==> src/rtl/fetch_unit.sv <==
// -----------------------------------------------------------------------------
// fetch_unit
//
// Instruction-fetch stage sitting directly upstream of decode / immediate
// generation. It owns the program counter, issues at most one word fetch at a
// time to instruction memory (valid/ready request, valid-only response) and
// hands each fetched word, together with its PC and PC+step, to decode through
// a valid/ready output register. A taken-branch redirect replaces the PC and
// flushes whatever is in flight.
//
// Parameters
//   RESET_PC  PC loaded on reset (low two bits are ignored)
//   PC_STEP   sequential PC increment in bytes
//
// Ports
//   clk              rising-edge clock
//   rst_n            synchronous active-low reset
//   imem_req_valid   fetch request valid (forced low while rst_n=0)
//   imem_req_ready   memory accepts the request this cycle
//   imem_addr        fetch address, always word aligned
//   imem_resp_valid  response word valid (only looked at while waiting)
//   imem_resp_data   fetched instruction word
//   redirect_valid   branch taken: load redirect_pc, flush in-flight work
//   redirect_pc      branch target (low two bits forced to zero)
//   if_valid         instruction available to decode
//   if_ready         decode accepts the instruction
//   if_instruction   instruction word
//   if_pc            PC of if_instruction
//   if_pc_plus4      if_pc + PC_STEP
//
// Optional build macro
//   FETCH_PERF_CNT_EN  adds saturating fetched_count / stall_count outputs.
//                      Leave undefined for the plain fetch stage.
// -----------------------------------------------------------------------------
module fetch_unit #(
  parameter logic [31:0] RESET_PC = 32'h0000_0000,
  parameter int unsigned PC_STEP  = 4
) (
  input  logic        clk,
  input  logic        rst_n,
  // instruction memory request / response
  output logic        imem_req_valid,
  input  logic        imem_req_ready,
  output logic [31:0] imem_addr,
  input  logic        imem_resp_valid,
  input  logic [31:0] imem_resp_data,
  // redirect from branch resolution
  input  logic        redirect_valid,
  input  logic [31:0] redirect_pc,
  // handoff to decode
  output logic        if_valid,
  input  logic        if_ready,
  output logic [31:0] if_instruction,
  output logic [31:0] if_pc,
  output logic [31:0] if_pc_plus4
`ifdef FETCH_PERF_CNT_EN
  ,
  output logic [31:0] fetched_count,
  output logic [31:0] stall_count
`endif
);

  // ---------------------------------------------------------------------------
  // Constants
  // ---------------------------------------------------------------------------
  localparam logic [31:0] WORD_MASK = 32'hFFFF_FFFC;
  localparam logic [31:0] PC_INC    = 32'(PC_STEP);
  localparam logic [31:0] PC_RESET  = RESET_PC & WORD_MASK;

  // S_REQ  : request outstanding on the bus (imem_req_valid=1)
  // S_WAIT : request accepted, waiting for the response word
  // S_HOLD : word held in the output register until decode takes it
  typedef enum logic [1:0] {
    S_REQ  = 2'd0,
    S_WAIT = 2'd1,
    S_HOLD = 2'd2
  } state_e;

  // ---------------------------------------------------------------------------
  // State
  // ---------------------------------------------------------------------------
  state_e      state_q;
  logic [31:0] pc_q;
  logic        drop_q;        // response of the outstanding request is stale
  logic        if_valid_q;
  logic [31:0] if_instr_q;
  logic [31:0] if_pc_q;
  logic [31:0] if_pc_plus4_q;

  // Candidate next PCs. Both adds wrap modulo 2^32 by construction.
  logic [31:0] pc_seq_d;
  logic [31:0] pc_redirect_d;

  // NOTE: combinational blocks use blocking '=' and assign every output on
  // every path, so no latch can be inferred.
  always_comb begin
    pc_seq_d      = pc_q + PC_INC;
    pc_redirect_d = redirect_pc & WORD_MASK;
  end

  // ---------------------------------------------------------------------------
  // Fetch FSM and output register
  // ---------------------------------------------------------------------------
  // NOTE: every register here is written with non-blocking '<=' so all state
  // updates see the pre-edge values regardless of statement order.
  always_ff @(posedge clk) begin
    if (!rst_n) begin
      state_q       <= S_REQ;
      pc_q          <= PC_RESET;
      drop_q        <= 1'b0;
      if_valid_q    <= 1'b0;
      if_instr_q    <= '0;
      if_pc_q       <= '0;
      if_pc_plus4_q <= '0;
    end else if (redirect_valid) begin
      // Redirect outranks everything else this cycle. The output register is
      // flushed; a word consumed in this same cycle simply goes with it.
      pc_q          <= pc_redirect_d;
      if_valid_q    <= 1'b0;
      if_instr_q    <= '0;
      if_pc_q       <= '0;
      if_pc_plus4_q <= '0;
      unique case (state_q)
        S_REQ: begin
          // A request accepted this cycle was for the old PC: its response
          // must be thrown away when it returns.
          if (imem_req_ready) begin
            state_q <= S_WAIT;
            drop_q  <= 1'b1;
          end
        end
        S_WAIT: begin
          if (imem_resp_valid) begin
            state_q <= S_REQ;
            drop_q  <= 1'b0;
          end else begin
            drop_q  <= 1'b1;
          end
        end
        S_HOLD: begin
          state_q <= S_REQ;
          drop_q  <= 1'b0;
        end
        default: begin
          state_q <= S_REQ;
          drop_q  <= 1'b0;
        end
      endcase
    end else begin
      unique case (state_q)
        S_REQ: begin
          if (imem_req_ready) begin
            state_q <= S_WAIT;
          end
        end
        S_WAIT: begin
          if (imem_resp_valid) begin
            if (drop_q) begin
              // Stale response from before a redirect: discard and refetch.
              drop_q  <= 1'b0;
              state_q <= S_REQ;
            end else begin
              if_instr_q    <= imem_resp_data;
              if_pc_q       <= pc_q;
              if_pc_plus4_q <= pc_seq_d;
              if_valid_q    <= 1'b1;
              pc_q          <= pc_seq_d;
              state_q       <= S_HOLD;
            end
          end
        end
        S_HOLD: begin
          if (if_ready) begin
            if_valid_q <= 1'b0;
            state_q    <= S_REQ;
          end
        end
        default: begin
          state_q <= S_REQ;
        end
      endcase
    end
  end

  // ---------------------------------------------------------------------------
  // Outputs
  // ---------------------------------------------------------------------------
  // The request is gated by rst_n so nothing is issued during a reset cycle,
  // even though the state register only clears at the edge.
  assign imem_req_valid = rst_n && (state_q == S_REQ);
  assign imem_addr      = pc_q & WORD_MASK;
  assign if_valid       = if_valid_q;
  assign if_instruction = if_instr_q;
  assign if_pc          = if_pc_q;
  assign if_pc_plus4    = if_pc_plus4_q;

`ifdef FETCH_PERF_CNT_EN
  // ---------------------------------------------------------------------------
  // Performance counters: handoffs and decode back-pressure cycles. They
  // saturate rather than wrap and survive redirects; only reset clears them.
  // ---------------------------------------------------------------------------
  logic [31:0] fetched_q;
  logic [31:0] stall_q;

  always_ff @(posedge clk) begin
    if (!rst_n) begin
      fetched_q <= '0;
      stall_q   <= '0;
    end else begin
      if (if_valid_q && if_ready && (fetched_q != 32'hFFFF_FFFF)) begin
        fetched_q <= fetched_q + 32'd1;
      end
      if (if_valid_q && !if_ready && (stall_q != 32'hFFFF_FFFF)) begin
        stall_q <= stall_q + 32'd1;
      end
    end
  end

  assign fetched_count = fetched_q;
  assign stall_count   = stall_q;
`endif

endmodule

==> config.mk <==
export PLATFORM = sky130hd
export DESIGN_NAME = fetch_unit
export DESIGN_NICKNAME = d
export VERILOG_FILES = /design/src/rtl/fetch_unit.sv
export SDC_FILE = /design/constraint.sdc
export NUM_CORES = 1
export LEC_CHECK = 0
export CAP_MARGIN = 40
export CORE_MARGIN = 5
export CORE_UTILIZATION = 40
export CTS_CLUSTER_DIAMETER = 80
export DETAILED_ROUTE_END_ITERATION = 10
export PLACE_DENSITY = 0.77
export SETUP_SLACK_MARGIN = 0.15
export SLEW_MARGIN = 5
export SYNTH_ARGS = -nofsm -noshare
export SYNTH_HDL_FRONTEND = slang
export SYNTH_SLANG_ARGS = --single-unit
==> constraint.sdc <==
create_clock -name clk -period 1.95 [get_ports clk]
set_input_delay 0.39 -clock clk [delete_from_list [all_inputs] [get_ports clk]]
set_output_delay 0.39 -clock clk [all_outputs]
set_load 0.1 [all_outputs]
==> Word-level counts from Yosys, hierarchy flattened <==
Cells that the tools add are included.
Widths: inputs -> output; s select.
{ "classes": {"addsub": 1, "n_eq_ne": 8, "mux": 22, "n_bitwise": 2, "reduce_logical": 11} }
{ "ops": {"columns": ["operator", "n"], "rows": [
  ["$mux 32", 4],
  ["$add 32x3->32 const B", 1],
  ["$mux 2", 6],
  ["$reduce_and 3->1", 3],
  ["$mux 1", 8],
  ["$ne 2x2->1 const B", 4],
  ["$ne 3x3->1 const B", 2],
  ["$pmux 2 s3", 1],
  ["$reduce_bool 2->1", 3],
  ["$pmux 1 s2", 2],
  ["$pmux 2 s2", 1],
  ["$reduce_and 4->1", 1],
  ["$eq 2x1->1 const B", 1],
  ["$eq 2x2->1 const B", 1],
  ["$logic_not 2->1", 1],
  ["$not 1->1", 2],
  ["$reduce_and 2->1", 1],
  ["$reduce_or 2->1", 1],
  ["$logic_and 1x1->1", 1]
]} }
{ "totals": {"ff_bits": 132, "out_inout_bits": 130, "wordCells": 52} }

==> Depth between registers and ports, before layout <==
{ "depth": {"word_depth": 5, "depth_mapped": 8} }

==> Least setup slack after synthesis <==
Ideal clock, no wire load.
{ "synth_timing": {"path_kind": "flip-flop to flip-flop", "startpoint": "register pc_q[2]", "endpoint": "register pc_q[28]", "setup_ns": 0.075, "t_arrival_ns": 2.687, "path_slack_ns": -0.812, "path_stages_with_launch": 7, "n_path_buf": 0, "synth_period_minus_slack_ns": 2.762, "path_cell_list": "dfxtp_1 -> ha_1 -> and3_2 -> nand2_4 -> or4_4 -> or3_1 -> a31oi_1"} }
{ "synth_between": {"elab_chain_len": 5} }
{ "synth_rtl": {"columns": ["item", "line", "source"], "rows": [
  ["start, declared", "83", "logic [31:0] pc_q;"],
  ["start signal, assigned", "118", "pc_q <= pc_redirect_d;"],
  ["start signal, assigned", "167", "pc_q <= pc_seq_d;"],
  ["$add 32x3->32", "97", "pc_seq_d = pc_q + PC_INC;"],
  ["$mux 32", "158", "if (drop_q) begin"],
  ["$mux 32", "157", "if (imem_resp_valid) begin"],
  ["$mux 32", "150", "unique case (state_q)"],
  ["$mux 32", "115", "end else if (redirect_valid) begin"]
]} }
No other way between the ends. The select of a mux whose other input is x is not followed.
A chain may end at the register's enable or synchronous reset.

==> Worst setup path after layout <==
{ "layout_timing": {"startpoint": "register pc_q[19]", "endpoint": "register pc_q[28]"} }
Same word-level chain as after synthesis.

==> metrics.md <==
| Metric | Value |
|---|---|
| Lkg Pwr | 3.310 nW |
| H-tree lvl count | 4 |
| Hold Path Cell Cnt | 2 |
| Cell Pwr Density | between 800 and 900 mW/mm2 |
| Slowest cell delay on critical path | 0.54 ns |
| Multi-input logic area | 0.002629 mm2 |
| Slowest-stage cell, CP | or4_4 |
| Synthesized flop and latch total | 126 |
| Port bufs | between 150 and 200 |
| Std-Cell Rows | 42 |
| Final Non-Filler Cells | 1077 |
| Die Span X | 125.1 um |
| Crit end category | flop |
| Seq/Total Area, Yosys | about 48% |
| CTS Sinks | 126 |
| Clock transition at path regs | roughly 0.06 ns |
| Routed wire length per instance | between 15 and 20 um |
| Status | finished clean |
| Setup Skew | 0.008983 ns |
| # diodes | 0 |
| Distinct cells, synth | 41 |
| GP Congestion | 0.8450 |
| Crit-path max FO | 7 |
| Share of layout cells above drive strength 1 | 29.52% |
| Io pins | 200 |
| Placed Cells | 1037 |
| Worst Hold Class | reg -> reg |
| Nets@finish | 959 |
| Reg2reg path depth | 5 |
| Min Tclk post-route | ~1.8 ns |
| Vias in the first global route | 4979 |
| Via count | 5295 |
| Crit Path Class | reg -> reg |
| Crit path DAT | 2.13 ns |
| FMAX | 0.5573 GHz |
| Required time worst endpoint | 2.29 ns |
| Starting DRC count in detailed routing | 285 |
| Initial Util | around 40% |
| Core ar. | 0.01314 mm2 |
| Post-CTS Hold Fix Bufs | 0 |
| Max Cap Viol | 0 |
| Initial antenna violation count | 0 |
| Clock latency on the worst-skew pair | 0.42 ns |
| Syn Inst Count | 675 |
| Detail Placement HPWL | 12.15 mm |
| Maximum vdd ir drop | 0.5636 mV |
| Mean Syn Cell Area | 7.848 um2 |
| Unrepaired setup endpoints after global routing | true |
| TritonCTS clock tree | yes |
| Final core occ | between 60 and 70% |
| First-pass GRT wire length | 26.64 mm |
| Final hold viol count | 0 |
| Tcrit/Tclk final | a little over 90% |
| Vias/cell | 4.916 |
| R2R Setup Slk | 0.16 ns |
| Antenna-violating nets left | 0 |
| Final WL | 16.77 mm |
| Die height | 125.1 um |
| Fill cells | between 1000 and 1500 |
| Max clock buf depth | 2 |
| Clock root buffer | clkbuf_16 |
| Cell Area, Synth | 0.005298 mm2 |
| DRC | 0 |
| DR pass1 iterations | 4 |
| Worst-path cell chain | and3_4, nand2_4, or4_4, or3_1, a31oi_1 |
| Largest net degree at the start of global routing | 44 |
| Die area | about 0.016 mm2 |
| Fin. max-slew vios | 0 |
| Startpoint types | flop |
| Syn. warnings | 0 |
| Total congestion overflow | 0 |
| Total track usage | 20.95% |
| Cts bufs inserted | 17 |
| Register area | between 0.002 and 0.003 mm2 |
| Final setup fails | 0 |
| Hold Slack | 0.4525 ns |
| Synth-to-Final Area Change | 59.73% |
## cells in the final DEF, fill, tap and decap left out, types with 4 or more instances in the layout
master	Yosys	layout
buf_12	0	22
dfxtp_1	126	99
conb_1	1	6
nand4_1	5	5
xnor2_1	32	32
nor3_2	0	6
dfxtp_2	0	4
nand2_1	173	171
clkbuf_16	0	20
a21oi_1	100	100
nor4_1	6	4
nand3_1	18	17
dfxtp_4	0	23
buf_4	9	160
clkdlybuf4s50_1	0	65
nor3_1	18	12
xor2_1	14	14
nor2_1	19	18
a211oi_1	7	7
o21ai_0	59	58
inv_1	5	5
clkinv_2	0	5
## final cells by class
cell class | instances | area share [%]
clock buffer | 23 | 6.284
timing repair buffer | 250 | 27.47
sequential | 126 | 30.89
inverter | 5 | 0.2218
multi-input combinational | 488 | 31.07
tap | 176 | 2.602
clock inverter | 9 | 1.464
## sequential cells by signal (all words and copies together) (netlist names)
| register | count |
|---|---|
| if_valid | 1 |
| pc_q | 30 |
| if_instruction | 32 |
| state_q | 2 |
| drop_q | 1 |
| if_pc_plus4 | 30 |
| if_pc | 30 |
## metal layers
layer	track usage [%]	up-vias	routed length, um
met2	33.98	175	7931
met5	0	-	0
met4	5.995	0	203
met3	6.183	17	1102
met1	27.25	2420	7534
li1	-	2683	-
## per-stage QoR
| step | instance area, um2 | setup TNS, ns | setup slack (ns) | power [W] |
|---|---|---|---|---|
| global route | 8462 | 0 | 0.06073 | 0.007758 |
| detailed placement | 7709 | -7.717 | -0.3115 | 0.004134 |
| finish | 8462 | 0 | 0.1557 | 0.007512 |
| CTS | 8389 | 0 | 0.1518 | 0.007573 |
| global placement | 7709 | -5.984 | -0.2550 | 0.004125 |
| floorplan | 5529 | -0.3928 | -0.1146 | 0.003657 |
## critical path, delay by kind of cell, from the launching register on
family / cells / cell delay, ns
and+or+nand+nor: 4 / 1.18
DFF: 1 / 0.39
AOI/OAI and AO/OA: 1 / 0.15
## worst paths after layout
| kind | start | to |
|---|---|---|
| setup reg to reg | pc_q[19]$_SDFFE_PN0P_ | pc_q[28]$_SDFFE_PN0P_ |
| setup / recovery | pc_q[19]$_SDFFE_PN0P_ | pc_q[28]$_SDFFE_PN0P_ |
| hold / removal | if_instruction[5]$_SDFFE_PP0P_ | if_instruction[5]$_SDFFE_PP0P_ |
| hold reg to reg | if_instruction[5]$_SDFFE_PP0P_ | if_instruction[5]$_SDFFE_PP0P_ |
## cells by family (layout without fill, tap and decap cells)
kind of cell	after synthesis	after routing	share of synthesized area, %
buffers and inverters	66	287	5.574
XOR/XNOR	46	46	7.605
adder cells (fa/ha/maj)	1	1	0.2361
AO/OA/AOI/OAI	172	172	16.84
other	1	6	0.07079
flip-flops	126	126	47.61
AND/OR/NAND/NOR	263	263	22.06
## power breakdown
group          switching [W]  total [W]  internal (W)
Clock                0.00112    0.00342       0.00230
Sequential         0.0000846    0.00273       0.00265
Combinational       0.000917    0.00136      0.000443
## what timing repair did
| item | in CTS | in global routing |
|---|---|---|
| gates cloned | 0 | 0 |
| endpoints found under the setup margin | 4 | 18 |
| buffers inserted | 3 | 5 |
| gates resized for setup | 4 | 9 |
| pin swaps | 6 | 1 |
## cells in the mapped netlist, drive strengths merged
cell type,count,area [um2]
a211oi,7,52.55
o21ai,59,295.3
inv,5,18.77
and3,4,26.28
nor2,19,71.32
nand3,19,107.6
xor2,14,122.6
nand4bb,1,11.26
conb,1,3.750
clkbuf,40,150.1
and4bb,1,12.51
nor2b,1,6.260
nand2b,1,6.260
nor3,18,90.09
nand3b,1,7.510
ha,1,12.51
and2,3,18.77
dfxtp,126,2522
nor3b,1,7.510
or4,2,18.77
buf,21,126.4
and4,4,36.29
o31a,1,8.760
o21bai,1,7.510
xnor2,32,280.3
nand2,175,666.9
a21oi,100,500.5
nand4,5,31.28
o41ai,1,8.760
nor4,6,37.54
or3,2,12.51
a31oi,3,18.77
Note: power is estimated with default switching activity, not from simulation.
